[config.mk]
export PLATFORM = sky130hd
export DESIGN_NAME = output_buffer_flat
export DESIGN_NICKNAME = d
export VERILOG_FILES = /design/src/rtl/output_buffer_pkg.sv /design/src/rtl/output_buffer_if.sv /design/src/rtl/output_buffer_axis_sync_fifo.sv /design/src/rtl/output_buffer_checker.sv /design/src/rtl/output_buffer.sv /design/src/flat_wrapper.sv
export SDC_FILE = /design/constraint.sdc
export NUM_CORES = 1
export LEC_CHECK = 0
export BUFFER_PORTS_ARGS = -buffer_cell sky130_fd_sc_hd__buf_2
export CAP_MARGIN = 10
export CORE_UTILIZATION = 45
export DETAILED_ROUTE_END_ITERATION = 16
export GPL_TIMING_DRIVEN = 0
export PLACE_DENSITY = 0.66
export REMOVE_ABC_BUFFERS = 1
export SYNTH_ARGS = -nofsm -noshare
export SYNTH_HDL_FRONTEND = slang
export SYNTH_HIERARCHICAL = 1
export SYNTH_SLANG_ARGS = --single-unit
[constraint.sdc]
create_clock -name aclk -period 3.5 [get_ports aclk]
set_clock_uncertainty 0.1 [all_clocks]
set_input_delay 0.7 -clock aclk [delete_from_list [all_inputs] [get_ports aclk]]
set_output_delay 0.7 -clock aclk [all_outputs]
set_load 0.005 [all_outputs]
[src/rtl/output_buffer_pkg.sv]
// Shared types and helpers for the output-side pixel stream stages.
package output_buffer_pkg;

  localparam int AXIS_TDATA_WIDTH = 32;
  localparam int PIX_W            = 8;

  typedef struct packed {
    logic [PIX_W-1:0] r;
    logic [PIX_W-1:0] g;
    logic [PIX_W-1:0] b;
  } rgb_t;

  typedef struct packed {
    rgb_t pix;
    logic last;
  } beat_t;

  typedef struct packed {
    logic valid;
    logic last;
  } tag_t;

  // Byte order R/G/B/0 must match the input-side unpack.
  function automatic logic [AXIS_TDATA_WIDTH-1:0] pack_rgba(input rgb_t p);
    return {p.r, p.g, p.b, 8'h00};
  endfunction

endpackage

[src/rtl/output_buffer_if.sv]
// AXI-Stream bus carrying packed RGB pixels out of the output buffer.
interface output_buffer_if #(
  parameter int TDATA_W = 32
);
  logic                   m_tvalid;
  logic                   m_tready;
  logic [TDATA_W-1:0]     m_tdata;
  logic [TDATA_W/8-1:0]   m_tstrb;
  logic                   m_tlast;

  modport master (output m_tvalid, output m_tdata, output m_tstrb, output m_tlast, input m_tready);
  modport slave  (input m_tvalid, input m_tdata, input m_tstrb, input m_tlast, output m_tready);
endinterface

[src/rtl/output_buffer_axis_sync_fifo.sv]
// First-word-fall-through synchronous FIFO with occupancy output.
module axis_sync_fifo #(
  parameter int WIDTH = 8,
  parameter int DEPTH = 2
) (
  input  logic                       clk_i,
  input  logic                       rst_i,
  input  logic                       push_i,
  input  logic [WIDTH-1:0]           data_i,
  input  logic                       pop_i,
  output logic [WIDTH-1:0]           data_o,
  output logic                       valid_o,
  output logic                       full_o,
  output logic [$clog2(DEPTH+1)-1:0] count_o
);
  localparam int PTR_W = (DEPTH > 1) ? $clog2(DEPTH) : 1;
  localparam int CNT_W = $clog2(DEPTH+1);

  logic [WIDTH-1:0] mem_q [DEPTH];
  logic [PTR_W-1:0] rd_ptr_q, wr_ptr_q;
  logic [CNT_W-1:0] count_q;
  logic             pop_s, push_s;

  assign valid_o = (count_q != CNT_W'(0));
  assign full_o  = (count_q == CNT_W'(DEPTH));
  assign pop_s   = pop_i && valid_o;
  // A push into a full FIFO is only accepted when the head leaves the same cycle.
  assign push_s  = push_i && (!full_o || pop_s);
  assign data_o  = mem_q[rd_ptr_q];
  assign count_o = count_q;

  always_ff @(posedge clk_i) begin
    if (rst_i) begin
      for (int i = 0; i < DEPTH; i++) mem_q[i] <= '0;
      rd_ptr_q <= '0;
      wr_ptr_q <= '0;
      count_q  <= '0;
    end else begin
      if (push_s) begin
        mem_q[wr_ptr_q] <= data_i;
        wr_ptr_q <= (wr_ptr_q == PTR_W'(DEPTH-1)) ? PTR_W'(0) : wr_ptr_q + PTR_W'(1);
      end
      if (pop_s) begin
        rd_ptr_q <= (rd_ptr_q == PTR_W'(DEPTH-1)) ? PTR_W'(0) : rd_ptr_q + PTR_W'(1);
      end
      if (push_s && !pop_s) begin
        count_q <= count_q + CNT_W'(1);
      end else if (pop_s && !push_s) begin
        count_q <= count_q - CNT_W'(1);
      end
    end
  end

endmodule

[src/rtl/output_buffer_checker.sv]
// Protocol checks for the output buffer; holds no design state.
module output_buffer_checker (
  input logic clk_i,
  input logic rst_i,
  input logic push_i,
  input logic full_i,
  input logic pop_i
);
  a_no_push_when_full: assert property (@(posedge clk_i) disable iff (rst_i)
    !(push_i && full_i && !pop_i))
    else $error("output_buffer: pixel pushed into full FIFO and dropped");
endmodule

[src/rtl/output_buffer.sv]
// Tags useful pixels of each column, queues them and streams them out over AXI-S,
// throttling the upstream input buffer and flagging frame completion.
module output_buffer
  import output_buffer_pkg::*;
#(
  parameter int DATA_WIDTH         = 8,
  parameter int C_AXIS_TDATA_WIDTH = 32,
  parameter int INPUT_HEIGHT       = 480,
  parameter int PAD_CYCLES         = 3,
  parameter int VALID_OFFSET       = 3,
  parameter int PIPE_LATENCY       = 1,
  parameter int OUT_COLUMNS        = 640,
  parameter int FIFO_DEPTH         = 2
) (
  input  logic                  aclk,
  input  logic                  areset,
  input  logic [DATA_WIDTH-1:0] in_R,
  input  logic [DATA_WIDTH-1:0] in_G,
  input  logic [DATA_WIDTH-1:0] in_B,
  input  logic                  data_flowing,
  input  logic                  is_full_columns_first_input,
  output logic                  output_has_back_pressure,
  output logic                  output_buffer_is_done,
  output_buffer_if.master       m_axis
);
  localparam int PH_W     = $clog2(INPUT_HEIGHT + PAD_CYCLES + 1) + 1;
  localparam int COL_W    = (OUT_COLUMNS > 1) ? $clog2(OUT_COLUMNS) : 1;
  localparam int CNT_W    = $clog2(FIFO_DEPTH + 1);
  localparam int LAST_PH  = VALID_OFFSET + INPUT_HEIGHT - 1;

  logic [PH_W-1:0]  phase_q, phase_d, cur_phase_s;
  logic [COL_W-1:0] col_q, col_d;
  logic             active_q, active_d, cur_active_s;
  logic             row_last_s, col_end_s;
  tag_t             gen_tag_s, exit_tag_s;
  logic             done_q;
  logic             push_s, hs_s, full_s;
  logic [CNT_W-1:0] count_s;
  beat_t            push_beat_s, pop_beat_s;

  // Tag for the current flow cycle: a marker makes this cycle phase 0 of a new column.
  always_comb begin
    cur_active_s = active_q;
    cur_phase_s  = phase_q;
    if (is_full_columns_first_input) begin
      cur_active_s = 1'b1;
      cur_phase_s  = '0;
    end else begin
      cur_active_s = active_q;
      cur_phase_s  = phase_q + PH_W'(1);
    end
    gen_tag_s.valid = cur_active_s && (cur_phase_s >= PH_W'(VALID_OFFSET))
                      && (cur_phase_s <= PH_W'(LAST_PH));
    row_last_s      = (cur_phase_s == PH_W'(LAST_PH));
    col_end_s       = gen_tag_s.valid && row_last_s;
    gen_tag_s.last  = col_end_s && (col_q == COL_W'(OUT_COLUMNS-1));
  end

  // Column state next-state: advances only on flow cycles.
  always_comb begin
    phase_d  = phase_q;
    active_d = active_q;
    col_d    = col_q;
    if (data_flowing) begin
      phase_d  = cur_active_s ? cur_phase_s : phase_q;
      active_d = cur_active_s && !col_end_s;
      if (col_end_s) begin
        col_d = (col_q == COL_W'(OUT_COLUMNS-1)) ? COL_W'(0) : col_q + COL_W'(1);
      end else begin
        col_d = col_q;
      end
    end else begin
      phase_d  = phase_q;
      active_d = active_q;
      col_d    = col_q;
    end
  end

  // Column state registers.
  always_ff @(posedge aclk) begin
    if (areset) begin
      phase_q  <= '0;
      active_q <= 1'b0;
      col_q    <= '0;
    end else begin
      phase_q  <= phase_d;
      active_q <= active_d;
      col_q    <= col_d;
    end
  end

  if (PIPE_LATENCY == 0) begin : g_no_pipe
    assign exit_tag_s = gen_tag_s;
  end else begin : g_pipe
    tag_t pipe_q [PIPE_LATENCY];
    // Tags travel alongside the processing block's data, stalling with it.
    always_ff @(posedge aclk) begin
      if (areset) begin
        for (int i = 0; i < PIPE_LATENCY; i++) pipe_q[i] <= '0;
      end else if (data_flowing) begin
        pipe_q[0] <= gen_tag_s;
        for (int i = 1; i < PIPE_LATENCY; i++) pipe_q[i] <= pipe_q[i-1];
      end
    end
    assign exit_tag_s = pipe_q[PIPE_LATENCY-1];
  end

  assign push_s           = data_flowing && exit_tag_s.valid;
  assign push_beat_s.pix  = '{r: in_R, g: in_G, b: in_B};
  assign push_beat_s.last = exit_tag_s.last;
  assign hs_s             = m_axis.m_tvalid && m_axis.m_tready;

  axis_sync_fifo #(.WIDTH($bits(beat_t)), .DEPTH(FIFO_DEPTH)) u_fifo (
    .clk_i   (aclk),
    .rst_i   (areset),
    .push_i  (push_s),
    .data_i  (push_beat_s),
    .pop_i   (m_axis.m_tready),
    .data_o  (pop_beat_s),
    .valid_o (m_axis.m_tvalid),
    .full_o  (full_s),
    .count_o (count_s)
  );

  assign m_axis.m_tdata  = pack_rgba(pop_beat_s.pix);
  assign m_axis.m_tlast  = pop_beat_s.last;
  assign m_axis.m_tstrb  = {(C_AXIS_TDATA_WIDTH/8){1'b1}};
  assign output_has_back_pressure = (count_s == CNT_W'(FIFO_DEPTH)) && !hs_s;
  assign output_buffer_is_done    = done_q;

  // Sticky frame-done flag; a new column marker rearms it (clear beats set).
  always_ff @(posedge aclk) begin
    if (areset) begin
      done_q <= 1'b0;
    end else if (data_flowing && is_full_columns_first_input) begin
      done_q <= 1'b0;
    end else if (hs_s && pop_beat_s.last) begin
      done_q <= 1'b1;
    end
  end

  output_buffer_checker u_checker (
    .clk_i  (aclk),
    .rst_i  (areset),
    .push_i (push_s),
    .full_i (full_s),
    .pop_i  (hs_s)
  );

endmodule

[src/flat_wrapper.sv]
// flat-port wrapper written by rule: the top's interface ports become plain ports
module output_buffer_flat import output_buffer_pkg::*;
#(
  parameter int DATA_WIDTH         = 8,
  parameter int C_AXIS_TDATA_WIDTH = 32,
  parameter int INPUT_HEIGHT       = 480,
  parameter int PAD_CYCLES         = 3,
  parameter int VALID_OFFSET       = 3,
  parameter int PIPE_LATENCY       = 1,
  parameter int OUT_COLUMNS        = 640,
  parameter int FIFO_DEPTH         = 2
)
  (aclk, areset, in_R, in_G, in_B, data_flowing, is_full_columns_first_input, output_has_back_pressure, output_buffer_is_done, m_axis_m_tvalid, m_axis_m_tdata, m_axis_m_tstrb, m_axis_m_tlast, m_axis_m_tready);
  output_buffer_if #(.TDATA_W(32)) m_axis_i ();
  input  logic aclk;
  input  logic areset;
  input  logic [DATA_WIDTH-1:0] in_R;
  input  logic [DATA_WIDTH-1:0] in_G;
  input  logic [DATA_WIDTH-1:0] in_B;
  input  logic data_flowing;
  input  logic is_full_columns_first_input;
  output logic output_has_back_pressure;
  output logic output_buffer_is_done;
  output wire logic [$bits(m_axis_i.m_tvalid)-1:0] m_axis_m_tvalid;
  output wire logic [$bits(m_axis_i.m_tdata)-1:0] m_axis_m_tdata;
  output wire logic [$bits(m_axis_i.m_tstrb)-1:0] m_axis_m_tstrb;
  output wire logic [$bits(m_axis_i.m_tlast)-1:0] m_axis_m_tlast;
  input wire logic [$bits(m_axis_i.m_tready)-1:0] m_axis_m_tready;
  assign m_axis_m_tvalid = m_axis_i.m_tvalid;
  assign m_axis_m_tdata = m_axis_i.m_tdata;
  assign m_axis_m_tstrb = m_axis_i.m_tstrb;
  assign m_axis_m_tlast = m_axis_i.m_tlast;
  assign m_axis_i.m_tready = m_axis_m_tready;
  output_buffer #(.DATA_WIDTH(DATA_WIDTH), .C_AXIS_TDATA_WIDTH(C_AXIS_TDATA_WIDTH), .INPUT_HEIGHT(INPUT_HEIGHT), .PAD_CYCLES(PAD_CYCLES), .VALID_OFFSET(VALID_OFFSET), .PIPE_LATENCY(PIPE_LATENCY), .OUT_COLUMNS(OUT_COLUMNS), .FIFO_DEPTH(FIFO_DEPTH)) u_core (.aclk(aclk), .areset(areset), .in_R(in_R), .in_G(in_G), .in_B(in_B), .data_flowing(data_flowing), .is_full_columns_first_input(is_full_columns_first_input), .output_has_back_pressure(output_has_back_pressure), .output_buffer_is_done(output_buffer_is_done), .m_axis(m_axis_i));
endmodule
## Yosys cells after proc, flatten, opt, wreduce, memory -nomap -nowiden

Memory sizes are Yosys's and may differ from the RTL's. A register that Yosys moved wholly into a read port is not among the register bits.
Cells that the tools add are included.

- $add $sub $neg: 6
- Equal/unequal tests: 3
- Reduce and logical (&&, ||, !) cells: 25
- Order comparisons: 2
- Muxes and demuxes: 22

Operators by type and width:

| operator | number |
|---|---|
| $mux W25 | 1 |
| $reduce_or A25 Y1 | 1 |
| $add A10 B1 Y10 const B | 2 |
| $mux W10 | 2 |
| $mux W1 | 16 |
| $logic_and A1 B1 Y1 | 13 |
| $eq A10 B10 Y1 const B | 1 |
| $eq A10 B9 Y1 const B | 1 |
| $ge A10 B2 Y1 const B | 1 |
| $le A10 B9 Y1 const B | 1 |
| $mux W2 | 3 |
| $logic_not A1 Y1 | 4 |
| $reduce_and A2 Y1 | 2 |
| $reduce_bool A2 Y1 | 2 |
| $reduce_or A2 Y1 | 2 |
| $add A1 B1 Y1 const B | 2 |
| $add A2 B1 Y2 const B | 1 |
| $eq A2 B2 Y1 const B | 1 |
| $sub A2 B1 Y2 const B | 1 |
| $logic_or A1 B1 Y1 | 1 |

- Bits in writable memories: 52
- Register bits after elaboration: 26
- Memories kept: 2

Memory list:

| name | words | bits a word | rd ports | clocked after Yosys merged registers in | wr ports | RTL line | RTL |
|---|---|---|---|---|---|---|---|
| u_core.u_fifo.mem_q | 2 | 25 | 1 | 1 | 2 | output_buffer_axis_sync_fifo.sv:19 | `logic [WIDTH-1:0] mem_q [DEPTH];` |
| u_core.g_pipe.pipe_q | 1 | 2 | 1 | 0 | 1 | output_buffer.sv:95 | `tag_t pipe_q [PIPE_LATENCY];` |

## Depth between registers and ports, before layout

- Depth after elaboration: 9
- Depth in mapped cells: 8

## Modules after synthesis

Netlist, hierarchy kept.

Modules (own cells, without submodules):

| module | sequential area each (µm²) | area an instance (µm²) | times used | cells each |
|---|---|---|---|---|
| axis_sync_fifo | 1,601.5 | 2,413.6 | 1 | 160 |
| output_buffer | 500.5 | 1,639.1 | 1 | 204 |

## Worst setup path after synthesis

OpenSTA, ideal clock, no wires.

- Path type: input -> register
- From: input data_flowing
- To: memory u_core/u_fifo/mem_q[0][0] (netlist bit) (enable)
- Buffers on the path: 0
- Stages on the path: 3
- Setup slack: 0.845 ns
- Required time: 2.988 ns
- Arrival time: 2.143 ns
- Setup time: 0.412 ns
- Cells stage by stage: and2_1 nand2b_1 o21bai_1

RTL lines:

| item | RTL line | RTL |
|---|---|---|
| start: declaration | flat_wrapper.sv:20 | `input logic data_flowing;` |
| end: declaration | output_buffer_axis_sync_fifo.sv:19 |  |

==> impl_metrics.env <==
export IMPL_run_status="completed"
export IMPL_cellPowerDensity_nw_per_um2=456.3
export IMPL_fmax_mhz=354.0
export IMPL_worstSetupEndpointType="output port"
export IMPL_drt_met1_wl_mm=3.628
export IMPL_routed_via_count=2794
export IMPL_drt_total_wl_mm=7.710
export IMPL_die_height_um=96.83
export IMPL_start_util_pct=46.40
export IMPL_worst_hold_path_type="reg -> reg"
export IMPL_die_w_um=96.83
export IMPL_max_slew_margin_pct=22.88
export IMPL_rr_startpoint="u_core/phase_q[0]"
export IMPL_route_detailed_drc=0
export IMPL_p_leak_nw=1.783
export IMPL_fp_dieArea_sq_um=9375
export IMPL_timing_setup_tns_ns=0
export IMPL_worstMarginPinSlew_ns=1.155
export IMPL_cts_made_buffers=9
export IMPL_path_max_fanout=25
export IMPL_required_ns=2.70
export IMPL_intPower_mw=1.504
export IMPL_avgSynthCellArea_sq_um=11.15
export IMPL_whs_path_depth=2
export IMPL_rsz0062_at_grt="no"
export IMPL_grt_pass1_vias=2692
export IMPL_syn_cell_area_sq_um=4046
export IMPL_r2r_end="u_core/g_pipe.pipe_q[0][0]"
export IMPL_holdPathEnd="u_core/col_q[5]"
export IMPL_clock_path_buffers=2
export IMPL_arrival_ns=2.03
export IMPL_ant_nets=0
export IMPL_regArea_sq_um=2102
export IMPL_antenna_found_initial=0
export IMPL_fin_nets=439
export IMPL_wl_met3_um=320
export IMPL_place_congestion=0.8008
export IMPL_power_total_mw=2.060
export IMPL_cts_tree="yes"
export IMPL_drt_iter0_drc=111
export IMPL_p_seq_share_pct=53.6
export IMPL_clk_latency_ns=0.35
export IMPL_hpwl_mm=4.923
export IMPL_finalCritPeriodShare_pct=80.72
export IMPL_p_comb_share_pct=15.0
export IMPL_antenna_cells=0
export IMPL_min_period_ns=2.825
export IMPL_area_delta_synth_final_pct=11.56
export IMPL_cts_sinks=79
export IMPL_instances_no_fill=520
export IMPL_grt_max_degree=41
export IMPL_holdBufCountCts=0
export IMPL_switchingPower_mw=0.5555
export IMPL_vias_per_cell=5.373
export IMPL_start_kind="register"
export IMPL_io_buffers=56
export IMPL_fp_coreArea_sq_um=8721
export IMPL_grt_overflow_total=0
export IMPL_setup_viol=0
export IMPL_clkPwrFrac_pct=31.4
export IMPL_post_cts_buffers=0
export IMPL_dr_pass1_iters=6
export IMPL_multi_input_area_sq_um=1747
export IMPL_finalHoldViolCount=0
export IMPL_top_layer="met4"
export IMPL_r2r_cells=6
export IMPL_swShare_pct=26.97
export IMPL_dp_cells=503
export IMPL_crit_type="reg -> out"
export IMPL_nFillCells=780
export IMPL_routed_wl_met2_mm=3.678
export IMPL_clock_root_buffer="clkbuf_8"
export IMPL_max_cap_viol_count=0
export IMPL_fp_row_count=34
export IMPL_slew_violations=0
export IMPL_drt_wirelength_per_cell_um=14.83
export IMPL_hold_path_startpoint="u_core/col_q[5]"
export IMPL_clkSlewWorstSetupHoldPaths_ns=0.09
export IMPL_cts_resized_gates=0
export IMPL_peakVddDrop_uv=215.8
export IMPL_grt_pass1_wl_mm=12.85
export IMPL_drive_above_1_share_pct=27.91
export IMPL_syn_inst=363
export IMPL_grtUsageTotal_pct=16.99
export IMPL_htree_levels=3
export IMPL_ioPinCount=69
export IMPL_ys_warn_count=6
export IMPL_r2r_slack_ns=0.75
## registers in the layout (all words and copies together), names as in the netlist, named ones only
| signal | flops |
|---|---|
| u_core/active_q | 1 |
| u_core/output_buffer_is_done | 1 |
| u_core/col_q | 10 |
| u_core/u_fifo/wr_ptr_q | 1 |
| u_core/phase_q | 10 |
| u_core/u_fifo/rd_ptr_q | 1 |
| u_core/g_pipe.pipe_q | 2 |
| u_core/u_fifo/count_o | 2 |
| u_core/u_fifo/mem_q | 50 |
## stage by stage
stage | setup WS [ns] | util (%) | hold slack [ns] | instance area, sq um
floorplan | 0.8451 | - | 0.3542 | 3860
finish | 0.6749 | 51.76 | 0.3953 | 4514
global placement | -0.08168 | 49.02 | 0.3776 | 4275
global route | 0.5171 | 51.76 | 0.4437 | 4514
detailed placement | 0.7007 | 49.44 | 0.3844 | 4312
CTS | 0.5969 | 51.59 | 0.3960 | 4499
## power by group through the flow
stage	sequential [mW]	clock, mW	combinational (mW)
floorplan	1.11	0	0.186
global placement	1.13	0	0.300
detailed placement	1.13	0	0.309
CTS	1.11	0.664	0.311
global route	1.12	0.708	0.340
finish	1.10	0.647	0.309
## cell usage in the layout (no fill, tap or decap), types with 2 or more instances in the layout
master / n
nand3b_1: 2
clkinvlp_4: 2
mux2_2: 29
and2_1: 55
a21oi_1: 19
xnor2_1: 2
dfxtp_1: 27
nor4_1: 4
clkbuf_8: 10
nand3_1: 8
or2_2: 4
nor2b_1: 6
o21ai_0: 9
a211oi_1: 4
o41ai_1: 2
and3_1: 2
a21o_1: 2
or4_1: 2
nor2_1: 19
edfxtp_1: 52
nand2_1: 9
o31ai_1: 2
inv_6: 3
inv_1: 4
nand4_1: 5
nor3_1: 6
a41o_1: 2
buf_2: 57
a31oi_1: 5
nand2b_1: 3
xor2_1: 3
conb_1: 12
ha_1: 3
nor3b_1: 2
or3_1: 7
and4_1: 6
## cell type report
cell class	instances	area share, %
clock buffer	10	3.049
sequential	79	46.56
clock inverter	6	1.109
timing repair buffer	59	7.262
multi-input combinational	254	38.69
tap	108	2.993
inverter	4	0.3326
## worst max path at each step
stage,end,startpoint,slack (ns),depth (start not counted)
after floorplan,u_core/u_fifo/mem_q[0][0],data_flowing,0.85,3
after global placement,u_core/u_fifo/mem_q[0][10],data_flowing,-0.08,4
after detailed placement,u_core/col_q[2],is_full_columns_first_input,0.70,6
after CTS,m_axis_m_tlast,register,0.60,2
after global routing,m_axis_m_tlast,register,0.52,2
final,m_axis_m_tlast,register,0.67,2
## layer usage
| layer | vias to the layer above | GRT usage (%) |
|---|---|---|
| met5 | - | 0 |
| li1 | 1388 | - |
| met1 | 1326 | 21.89 |
| met3 | 7 | 3.902 |
| met2 | 73 | 28.22 |
| met4 | 0 | 5.511 |
## worst max-delay path, cell delays in order (launching register included)
cell	delay, ns
dfxtp_1	1.09
mux2_2	0.45
buf_2	0.13
Power figures use the tool's default switching activity.
